**config.mk**
```make
export PLATFORM = sky130hd
export DESIGN_NAME = riscv_jtag_dtm
export DESIGN_NICKNAME = d
export VERILOG_FILES = /design/src/rtl/riscv_jtag_dtm.sv
export SDC_FILE = /design/constraint.sdc
export NUM_CORES = 1
export LEC_CHECK = 0
export CELL_PAD_IN_SITES_DETAIL_PLACEMENT = 1
export CELL_PAD_IN_SITES_GLOBAL_PLACEMENT = 1
export CORE_UTILIZATION = 39
export DETAILED_ROUTE_END_ITERATION = 7
export PLACE_DENSITY_LB_ADDON = 0.1
export SYNTH_ARGS = -nofsm -noshare
export SYNTH_HDL_FRONTEND = slang
export SYNTH_SLANG_ARGS = --single-unit
```
**constraint.sdc**
```tcl
create_clock -name TCK -period 1.88 [get_ports TCK]
set_input_delay 0.376 -clock TCK [delete_from_list [all_inputs] [get_ports TCK]]
set_output_delay 0.376 -clock TCK [all_outputs]
set_load 0.05 [all_outputs]
```
**src/rtl/riscv_jtag_dtm.sv**
```systemverilog
// RISC-V debug transport module: IEEE 1149.1 TAP exposing IDCODE, DTMCS, DMI and BYPASS,
// turning DMI scans into request/response transactions toward the debug module.
module riscv_jtag_dtm #(
  parameter logic [31:0] IDCODE = 32'h1000_0CFD,
  parameter int unsigned ABITS  = 7
) (
  input  logic             TCK,
  input  logic             TRSTB,
  input  logic             TMS,
  input  logic             TDI,
  output logic             TDO,
  output logic             DMI_REQ_VALID,
  input  logic             DMI_REQ_READY,
  output logic [ABITS-1:0] DMI_REQ_ADDR,
  output logic [31:0]      DMI_REQ_DATA,
  output logic [1:0]       DMI_REQ_OP,
  input  logic             DMI_RESP_VALID,
  output logic             DMI_RESP_READY,
  input  logic [31:0]      DMI_RESP_DATA,
  input  logic [1:0]       DMI_RESP_OP
);

  localparam int unsigned DRW       = ABITS + 34;
  localparam logic [4:0]  IR_IDCODE = 5'h01;
  localparam logic [4:0]  IR_DTMCS  = 5'h10;
  localparam logic [4:0]  IR_DMI    = 5'h11;

  typedef enum logic [3:0] {
    S_TLR, S_RTI, S_SEL_DR, S_CAP_DR, S_SHIFT_DR, S_EXIT1_DR, S_PAUSE_DR, S_EXIT2_DR,
    S_UPD_DR, S_SEL_IR, S_CAP_IR, S_SHIFT_IR, S_EXIT1_IR, S_PAUSE_IR, S_EXIT2_IR, S_UPD_IR
  } tap_state_t;

  tap_state_t       r_state;
  logic [4:0]       r_ir;
  logic [4:0]       r_ir_sh;
  logic [DRW-1:0]   r_dr;
  logic [1:0]       r_sticky;
  logic             r_outstanding;
  logic [31:0]      r_resp_data;
  logic [ABITS-1:0] r_last_addr;
  logic             r_req_valid;
  logic [ABITS-1:0] r_req_addr;
  logic [31:0]      r_req_data;
  logic [1:0]       r_req_op;

  always_ff @(posedge TCK or negedge TRSTB) begin
    if (!TRSTB) begin
      r_state <= S_TLR;
    end else begin
      case (r_state)
        S_TLR:      r_state <= TMS ? S_TLR      : S_RTI;
        S_RTI:      r_state <= TMS ? S_SEL_DR   : S_RTI;
        S_SEL_DR:   r_state <= TMS ? S_SEL_IR   : S_CAP_DR;
        S_CAP_DR:   r_state <= TMS ? S_EXIT1_DR : S_SHIFT_DR;
        S_SHIFT_DR: r_state <= TMS ? S_EXIT1_DR : S_SHIFT_DR;
        S_EXIT1_DR: r_state <= TMS ? S_UPD_DR   : S_PAUSE_DR;
        S_PAUSE_DR: r_state <= TMS ? S_EXIT2_DR : S_PAUSE_DR;
        S_EXIT2_DR: r_state <= TMS ? S_UPD_DR   : S_SHIFT_DR;
        S_UPD_DR:   r_state <= TMS ? S_SEL_DR   : S_RTI;
        S_SEL_IR:   r_state <= TMS ? S_TLR      : S_CAP_IR;
        S_CAP_IR:   r_state <= TMS ? S_EXIT1_IR : S_SHIFT_IR;
        S_SHIFT_IR: r_state <= TMS ? S_EXIT1_IR : S_SHIFT_IR;
        S_EXIT1_IR: r_state <= TMS ? S_UPD_IR   : S_PAUSE_IR;
        S_PAUSE_IR: r_state <= TMS ? S_EXIT2_IR : S_PAUSE_IR;
        S_EXIT2_IR: r_state <= TMS ? S_UPD_IR   : S_SHIFT_IR;
        S_UPD_IR:   r_state <= TMS ? S_SEL_DR   : S_RTI;
        default:    r_state <= S_TLR;
      endcase
    end
  end

  logic        w_sel_idcode, w_sel_dtmcs, w_sel_dmi;
  logic        w_cap_dr, w_upd_dr;
  logic [1:0]  w_dmi_status;
  logic [31:0] w_dtmcs;
  logic        w_dmi_access, w_dmireset, w_hardreset;
  logic        w_req_fire, w_resp_fire;

  assign w_sel_idcode = (r_ir == IR_IDCODE);
  assign w_sel_dtmcs  = (r_ir == IR_DTMCS);
  assign w_sel_dmi    = (r_ir == IR_DMI);
  assign w_cap_dr     = (r_state == S_CAP_DR);
  assign w_upd_dr     = (r_state == S_UPD_DR);
  assign w_dmi_status = (r_sticky != 2'd0) ? r_sticky : (r_outstanding ? 2'd3 : 2'd0);
  assign w_dtmcs      = {17'd0, 3'd1, r_sticky, 6'(ABITS), 4'd1};
  assign w_dmi_access = w_upd_dr && w_sel_dmi && (r_dr[1:0] == 2'd1 || r_dr[1:0] == 2'd2);
  assign w_dmireset   = w_upd_dr && w_sel_dtmcs && r_dr[16];
  assign w_hardreset  = w_upd_dr && w_sel_dtmcs && r_dr[17];
  assign w_req_fire   = r_req_valid && DMI_REQ_READY;
  assign w_resp_fire  = DMI_RESP_VALID && DMI_RESP_READY;

  // One shared DR shift register; TDI enters at the MSB of whichever register is selected.
  always_ff @(posedge TCK or negedge TRSTB) begin
    if (!TRSTB) begin
      r_ir    <= IR_IDCODE;
      r_ir_sh <= 5'd0;
      r_dr    <= '0;
    end else begin
      case (r_state)
        S_TLR:      r_ir    <= IR_IDCODE;
        S_CAP_IR:   r_ir_sh <= 5'b00001;
        S_SHIFT_IR: r_ir_sh <= {TDI, r_ir_sh[4:1]};
        S_UPD_IR:   r_ir    <= r_ir_sh;
        S_CAP_DR: begin
          if (w_sel_dmi)         r_dr <= {r_last_addr, r_resp_data, w_dmi_status};
          else if (w_sel_idcode) r_dr <= DRW'(IDCODE);
          else if (w_sel_dtmcs)  r_dr <= DRW'(w_dtmcs);
          else                   r_dr <= '0;
        end
        S_SHIFT_DR: begin
          if (w_sel_dmi)                        r_dr <= {TDI, r_dr[DRW-1:1]};
          else if (w_sel_idcode || w_sel_dtmcs) r_dr <= DRW'({TDI, r_dr[31:1]});
          else                                  r_dr <= DRW'(TDI);
        end
        default: ;
      endcase
    end
  end

  // Later assignments win: the update's busy marking beats a same-edge failed response,
  // and dmihardreset beats everything.
  always_ff @(posedge TCK or negedge TRSTB) begin
    if (!TRSTB) begin
      r_sticky      <= 2'd0;
      r_outstanding <= 1'b0;
      r_resp_data   <= 32'd0;
      r_last_addr   <= '0;
      r_req_valid   <= 1'b0;
      r_req_addr    <= '0;
      r_req_data    <= 32'd0;
      r_req_op      <= 2'd0;
    end else begin
      if (w_req_fire) r_req_valid <= 1'b0;
      if (w_resp_fire && !w_hardreset) begin
        r_resp_data   <= DMI_RESP_DATA;
        r_outstanding <= 1'b0;
        if (DMI_RESP_OP[1] && r_sticky == 2'd0) r_sticky <= DMI_RESP_OP;
      end
      if (w_cap_dr && w_sel_dmi && r_sticky == 2'd0 && r_outstanding) r_sticky <= 2'd3;
      if (w_dmi_access) begin
        if (r_outstanding) begin
          r_sticky <= 2'd3;
        end else if (r_sticky == 2'd0) begin
          r_req_valid   <= 1'b1;
          r_outstanding <= 1'b1;
          r_req_addr    <= r_dr[DRW-1:34];
          r_req_data    <= r_dr[33:2];
          r_req_op      <= r_dr[1:0];
          r_last_addr   <= r_dr[DRW-1:34];
        end
      end
      if (w_dmireset) r_sticky <= 2'd0;
      if (w_hardreset) begin
        r_sticky      <= 2'd0;
        r_outstanding <= 1'b0;
        r_req_valid   <= 1'b0;
      end
    end
  end

  always_ff @(negedge TCK or negedge TRSTB) begin
    if (!TRSTB)                    TDO <= 1'b0;
    else if (r_state == S_SHIFT_IR) TDO <= r_ir_sh[0];
    else if (r_state == S_SHIFT_DR) TDO <= r_dr[0];
    else                           TDO <= 1'b0;
  end

  assign DMI_REQ_VALID  = r_req_valid;
  assign DMI_REQ_ADDR   = r_req_addr;
  assign DMI_REQ_DATA   = r_req_data;
  assign DMI_REQ_OP     = r_req_op;
  assign DMI_RESP_READY = r_outstanding && !r_req_valid;

endmodule

```
Yosys cells after proc, flatten, opt, wreduce, memory -nomap -nowiden. Index checks and enable logic that the tools add are counted.

Bits in registers: 133. Output and inout bits: 44. Word-level logic and storage cells: 102.

Eq/ne operators: 20. Multiplexer cells: 42. Bitwise logic cells: 1. Reductions and logical operators: 27.

Operators by type and width (count): $mux 41 (2); $pmux 41 s2 (1); $pmux 4 s12 (1); $eq 4x4->1 const B (8); $mux 32 (1); $mux 29 (1); $mux 2 (12); $pmux 5 s2 (2); $eq 4x3->1 const B (4); $mux 4 (4); $mux 1 (15); $logic_and 1x1->1 (13); $mux 13 (1); $eq 5x5->1 const B (2); $eq 4x2->1 const B (2); $reduce_bool 2->1 (4); $mux 3 (2); $eq 5x1->1 const B (1); $eq 4x1->1 const B (1); $logic_not 4->1 (1); $reduce_or 2->1 (2); $reduce_and 3->1 (1); $reduce_or 3->1 (1); $eq 2x1->1 const B (1); other kinds (5) (7).

Depth between registers and ports, before layout. Gate-level depths: netlist of run 1.

Depth in word-level cells: 11. Mapped depth: 7.

==> metrics.cfg, run 1 <==
[synth]
synth_area_leaders=dfrtp_1 (55%), mux2_4 (8.3%), mux2_2 (7.7%), nor2_1 (3.3%), nand2_1 (3.1%)
synthAdderAreaFrac=0
muxShareOfSynthArea=0.1594
synth_xor_xnor_area_share=0.002918
synth_ff_type=dfrtp_1
synth_compound_area_frac=0.1280
synthTopCellsByCount=dfrtp_1 (131), nor2_1 (52), nand2_1 (50)
synth_top_family_by_area=multiplexers
async_flop_share=1.000
synth_fp_nets=551
yosysTopAreaCell=dfrtp_1
post-synth-top-count-cell=dfrtp_1
syn_inst=511
synth_edf_count=0
synthSimpleGateAreaFrac=0.1173
netlist.area_leader.share=0.5461
synth_warnings=0
synth_area_um2=6003
ys_types=51
syn_area_per_cell_um2=11.75
ys_seq_area_frac=0.5546
ys_ff_latch=133

[die]
core_area_um2=14750
io_pins=84
fp-row-count=44
die_h_um=126.1
die_w_um=126.1
start_util=0.4069
die_area_um2=15890

[global_routing]
antenna_found_initial=0
grt-busiest-layer=met2
grt_util_met1=0.2736
overflow=0
grt_pass1_vias=4713
grt_pass1_wl_um=25830
met3_usage=0.05777
grt_max_degree=67
track_usage=0.2129
globalRouteMet2Util=0.3510

[power]
p_sw_frac=0.3445
pwr-share-seq=0.373
total_power_mw=11.13
p_leak_nw=3.770
p_sw_mw=3.836
ir_drop_mv=0.9636
power_density_nw_per_um2=1401
p_int_mw=7.298
power_frac_comb=0.333
clkPwrFrac=0.294

[clock_tree]
cts_tree=yes
clkTransAtPathRegs_ps=50
cts-buffers-inserted=17
cts_max_level=4
clk_latency_ps=420
clockBufferDepth=2
root_buffer=clkbuf_16
numClockSinks=133

[detailed_routing]
wl_per_cell_um=18.91
finalWirelength_um=15540
drtIter0Drc=207
num_vias=4481
vias_per_cell=5.451
ant_nets=0
drc=0
drt-pass1-iter-count=6

[run_status]
status=complete, but fails checks
violations=negative setup slack

[setup_path]
crit_buf_inv=1
reg2reg_depth=4
startpoint_type=flip-flop
path_class=reg2out
crit_slowest_cell=dfrtn_1
crit_path_end_kind=output port
ff2ff_setup_slack_ps=-90
cp_top_family=flip-flops
cpPeakStageDelay_ps=460
r2r_end=TDO
cp.required_ps=1500
reg2reg_from=r_state[2]
cp_max_fo=1
crit_chain=buf_12
cp_data_arrival_time_ps=1950

[sta]
rsz0062_at_grt=yes
worst_slack_ps=-450.2
finalClockSkew_ps=23.50
slew_viol_final=0
hold_viol_final=0
holdWs_ps=503.9
setup_tns_ps=-3878
worst_slew_margin_rel=0.4421
max_slew.worst_pin.slew_ps=836.8
setup_violations=92

[cells_and_area]
antenna_cells=0
final_nets=666
design_area_um2=7946
final_core_util=0.5386
drive_gt1_frac=0.3229
area_growth_pct=32.37
finalNonFillerCells=822

[place]
place_inst=786
port_buffers=83
dp_hpwl_um=10750
dpl-instance-area_um2=7283
place_congestion=0.8027
place_ws_ps=-140.0

[min_path]
hp-class=reg2reg
holdPathEnd=DMI_REQ_DATA[18]
min_delay_path_depth=1
hold_path_startpoint=DMI_REQ_DATA[18]

[job]
maxCapViolations=0

==> how the worst max path moves through the flow <==
stage / start / endpoint / slack, ps / cells after the start
floorplan: r_state[0] / TDO / -230 / 5
global placement: DMI_RESP_VALID / r_resp_data[31] / -80 / 5
detailed placement: DMI_RESP_VALID / r_resp_data[31] / -140 / 5
CTS: TDO / TDO / -480 / 1
global route: TDO / TDO / -500 / 1
finish: TDO / TDO / -450 / 1
==> final cells by class <==
cell class | instances | area [um2]
multi-input combinational | 333 | 2509
clock inverter | 8 | 98.84
clock buffer | 23 | 488.0
tap | 184 | 230.2
inverter | 8 | 30.03
sequential | 133 | 3329
timing repair buffer | 133 | 1261
fill | 1539 | 6808
==> layer usage <==
layer  part of all wire  routed length [um]
met5                  0                   0
met2               0.51                7909
met3              0.037                 569
met1               0.44                6898
met4              0.011                 165
==> cells by family after synthesis <==
family	Yosys count
AOI/OAI and AO/OA	112
xor gates and xnor gates	2
buffers and inverters	45
DFF	133
muxes	74
and+or+nand+nor	145
==> state kept, by name, indices dropped and copies added, names as in the netlist <==
name / count
r_dr: 41
r_state: 4
DMI_REQ_ADDR: 7
TDO: 1
r_ir: 5
DMI_REQ_VALID: 1
DMI_REQ_DATA: 32
r_outstanding: 1
r_ir_sh: 5
r_sticky: 2
DMI_REQ_OP: 2
r_resp_data: 32
==> layout by cell type, fill, tap and decap left out, types with 4 or more instances in the layout <==
cell / Yosys / layout
buf_4: 0 / 69
buf_6: 5 / 4
or3_1: 4 / 4
o22ai_1: 12 / 12
o31ai_1: 5 / 5
dlygate4sd2_1: 0 / 10
o21ai_0: 17 / 17
nand4_1: 4 / 4
nand3_1: 4 / 4
mux2_2: 41 / 41
nand3b_1: 4 / 4
a221oi_1: 19 / 16
nor2_1: 52 / 51
a21oi_1: 27 / 27
clkdlybuf4s50_1: 0 / 38
nor2b_1: 7 / 6
inv_1: 8 / 8
clkbuf_8: 0 / 4
buf_12: 0 / 11
a22o_1: 10 / 10
mux2_4: 33 / 33
dfrtp_1: 131 / 131
clkbuf_16: 0 / 17
nand2_1: 50 / 50
==> power by group through the flow <==
stage / sequential, mW / clock, mW / combinational [mW]
after floorplan: 3.94 / 0 / 2.34
final: 4.15 / 3.27 / 3.71
after global placement: 4.16 / 0 / 3.46
after CTS: 4.15 / 3.35 / 3.68
after detailed placement: 4.19 / 0 / 3.60
after global routing: 4.25 / 3.48 / 4.12
==> what timing repair did <==
action | 4_1_cts | 5_1_grt
hold endpoints to repair | 24 | 0
gates resized for setup | 14 | 4
hold buffers | 1 | 0
setup buffers | 2 | 2
endpoints found under the setup margin | 118 | 118
pin swaps | 0 | 0
Note: power is estimated with default switching activity, not from simulation.
==> run 2, diff against run 1 <==
Settings changed: CORE_UTILIZATION 39 to 40, SETUP_SLACK_MARGIN set to 0.5.
Clock period 1.88 ns to 2.4 ns, I/O delays scaled along.
==> metrics.cfg, run 2 (synthesis gave the netlist of run 1 again) <==
[clock_tree]
cts_tree=yes
clkTransAtPathRegs_ps=50
clk_latency_ps=420
numClockSinks=133
cts_max_level=4
postCtsSetupBuffers=0
cts_hold_buf=0
root_buffer=clkbuf_16
cts-buffers-inserted=17
clockBufferDepth=2

[cells_and_area]
nFillCells=1494
final_common_cell=dfrtp_1
design_area_um2=7684
area_growth_pct=27.99
drive_gt1_frac=0.2310
final_nets=637
antenna_cells=0
largest_register_ffs=41
final_cell_mix=dfrtp_1 (130), nor2_1 (51), nand2_1 (49), mux2_2 (41), dlygate4sd2_1 (41)
top_register=r_dr

[die]
die_w_um=124.5
die_area_um2=15500
io_pins=84
fp-row-count=44
core_area_um2=14590
start_util=0.4115
die_h_um=124.5

[detailed_routing]
met3_length_um=593
num_vias=4406
vias_per_cell=5.577
drt-pass1-iter-count=4
drtIter0Drc=232
wl_per_cell_um=19.73
finalWirelength_um=15590
ant_nets=0
route.met2.wl_um=7892
drc=0
wl_met1_um=6812
top_layer=met4

[setup_path]
cp_max_fo=1
reg2reg_from=r_state[1]
crit_slowest_cell=dfrtn_1
cp.required_ps=1920
startpoint_type=flip-flop
cp_data_arrival_time_ps=2180
ff2ff_setup_slack_ps=170
r2r_end=TDO
cp_top_family=flip-flops
path_class=reg2out
reg2reg_depth=3
crit_buf_inv=1
cpPeakStageDelay_ps=440
crit_path_end_kind=output port
crit_chain=buf_12

[sta]
setup_violations=1
finalClockSkew_ps=25.59
worst_slew_margin_rel=0.5161
worst_slack_ps=-257.9
rsz0062_at_grt=yes
max_slew.worst_pin.slew_ps=725.9
slew_viol_final=0
hold_viol_final=0

[run_status]
status=complete, but fails checks
violations=negative setup slack

[power]
ir_drop_mv=0.6488
p_leak_nw=3.666
power_density_nw_per_um2=1093
total_power_mw=8.398

[job]
maxCapViolations=0

[place]
dpl-instance-area_um2=7096
place_congestion=0.8088
port_buffers=83
dp_hpwl_um=9719
place_ws_ps=151.1

[global_routing]
overflow=0
grt_pass1_vias=4778
antenna_found_initial=0
grt_pass1_wl_um=25280
track_usage=0.2127
grt_max_degree=133

[min_path]
hp-class=in2async

-- run 2: changes by cell type in the layout (fill, tap and decap cells not counted), sizes merged --
cell,before,now
bufinv,2,3
clkinv,4,1
dlygate4sd2,10,41
clkinvlp,2,1
clkbuf,23,24
buf,84,22
dlygate4sd3,1,0
a21o,2,3
clkdlybuf4s15,0,1
-- run 2: how the worst max path moves through the flow --
stage	cells after the start	startpoint	to	slack, ps
finish	1	TDO	TDO	-260
global route	1	TDO	TDO	-290
CTS	1	TDO	TDO	-270
detailed placement	5	r_state[2]	r_dr[6]	150
global placement	1	TDO	TDO	150
floorplan	5	r_state[0]	TDO	30
-- run 2: repair_timing --
item / 4_1_cts / 5_1_grt
gates cloned: 1 / 0
pin swaps: 1 / 0
gates resized for setup: 62 / 5
setup endpoints to repair: 161 / 115
-- run 2: final cells by class --
class,instances,area (um2),area share
tap,184,230.2,0.02996
inverter,8,30.03,0.003908
clock inverter,5,102.6,0.01335
clock buffer,23,457.9,0.05960
timing repair buffer,103,1012,0.1317
multi-input combinational,334,2520,0.3280
sequential,133,3331,0.4335
-- run 2: layer usage --
metal	vias to the layer above	global-route usage
met3	21	0.06057
met5	-	0
met2	88	0.3542
met4	0	0.08646
li1	2004	-
met1	2293	0.2583
-- run 2: through the flow --
| step | setup TNS, ps | utilization | std cells | hold WS, ps |
|---|---|---|---|---|
| after floorplan | 0 | - | 511 | 184.4 |
| after detailed placement | 0 | 0.4864 | 761 | 495.0 |
| final | -257.9 | 0.5267 | 790 | 198.6 |
| after global routing | -286.7 | 0.5267 | 790 | 264.6 |
| after global placement | 0 | 0.4864 | 761 | 490.3 |
| after CTS | -271.1 | 0.5259 | 790 | 248.6 |
-- run 2: report_power, final --
group	switching (mW)	internal, mW	total (mW)
Sequential	0.579	2.75	3.33
Clock	0.918	1.63	2.55
Combinational	1.48	1.04	2.52
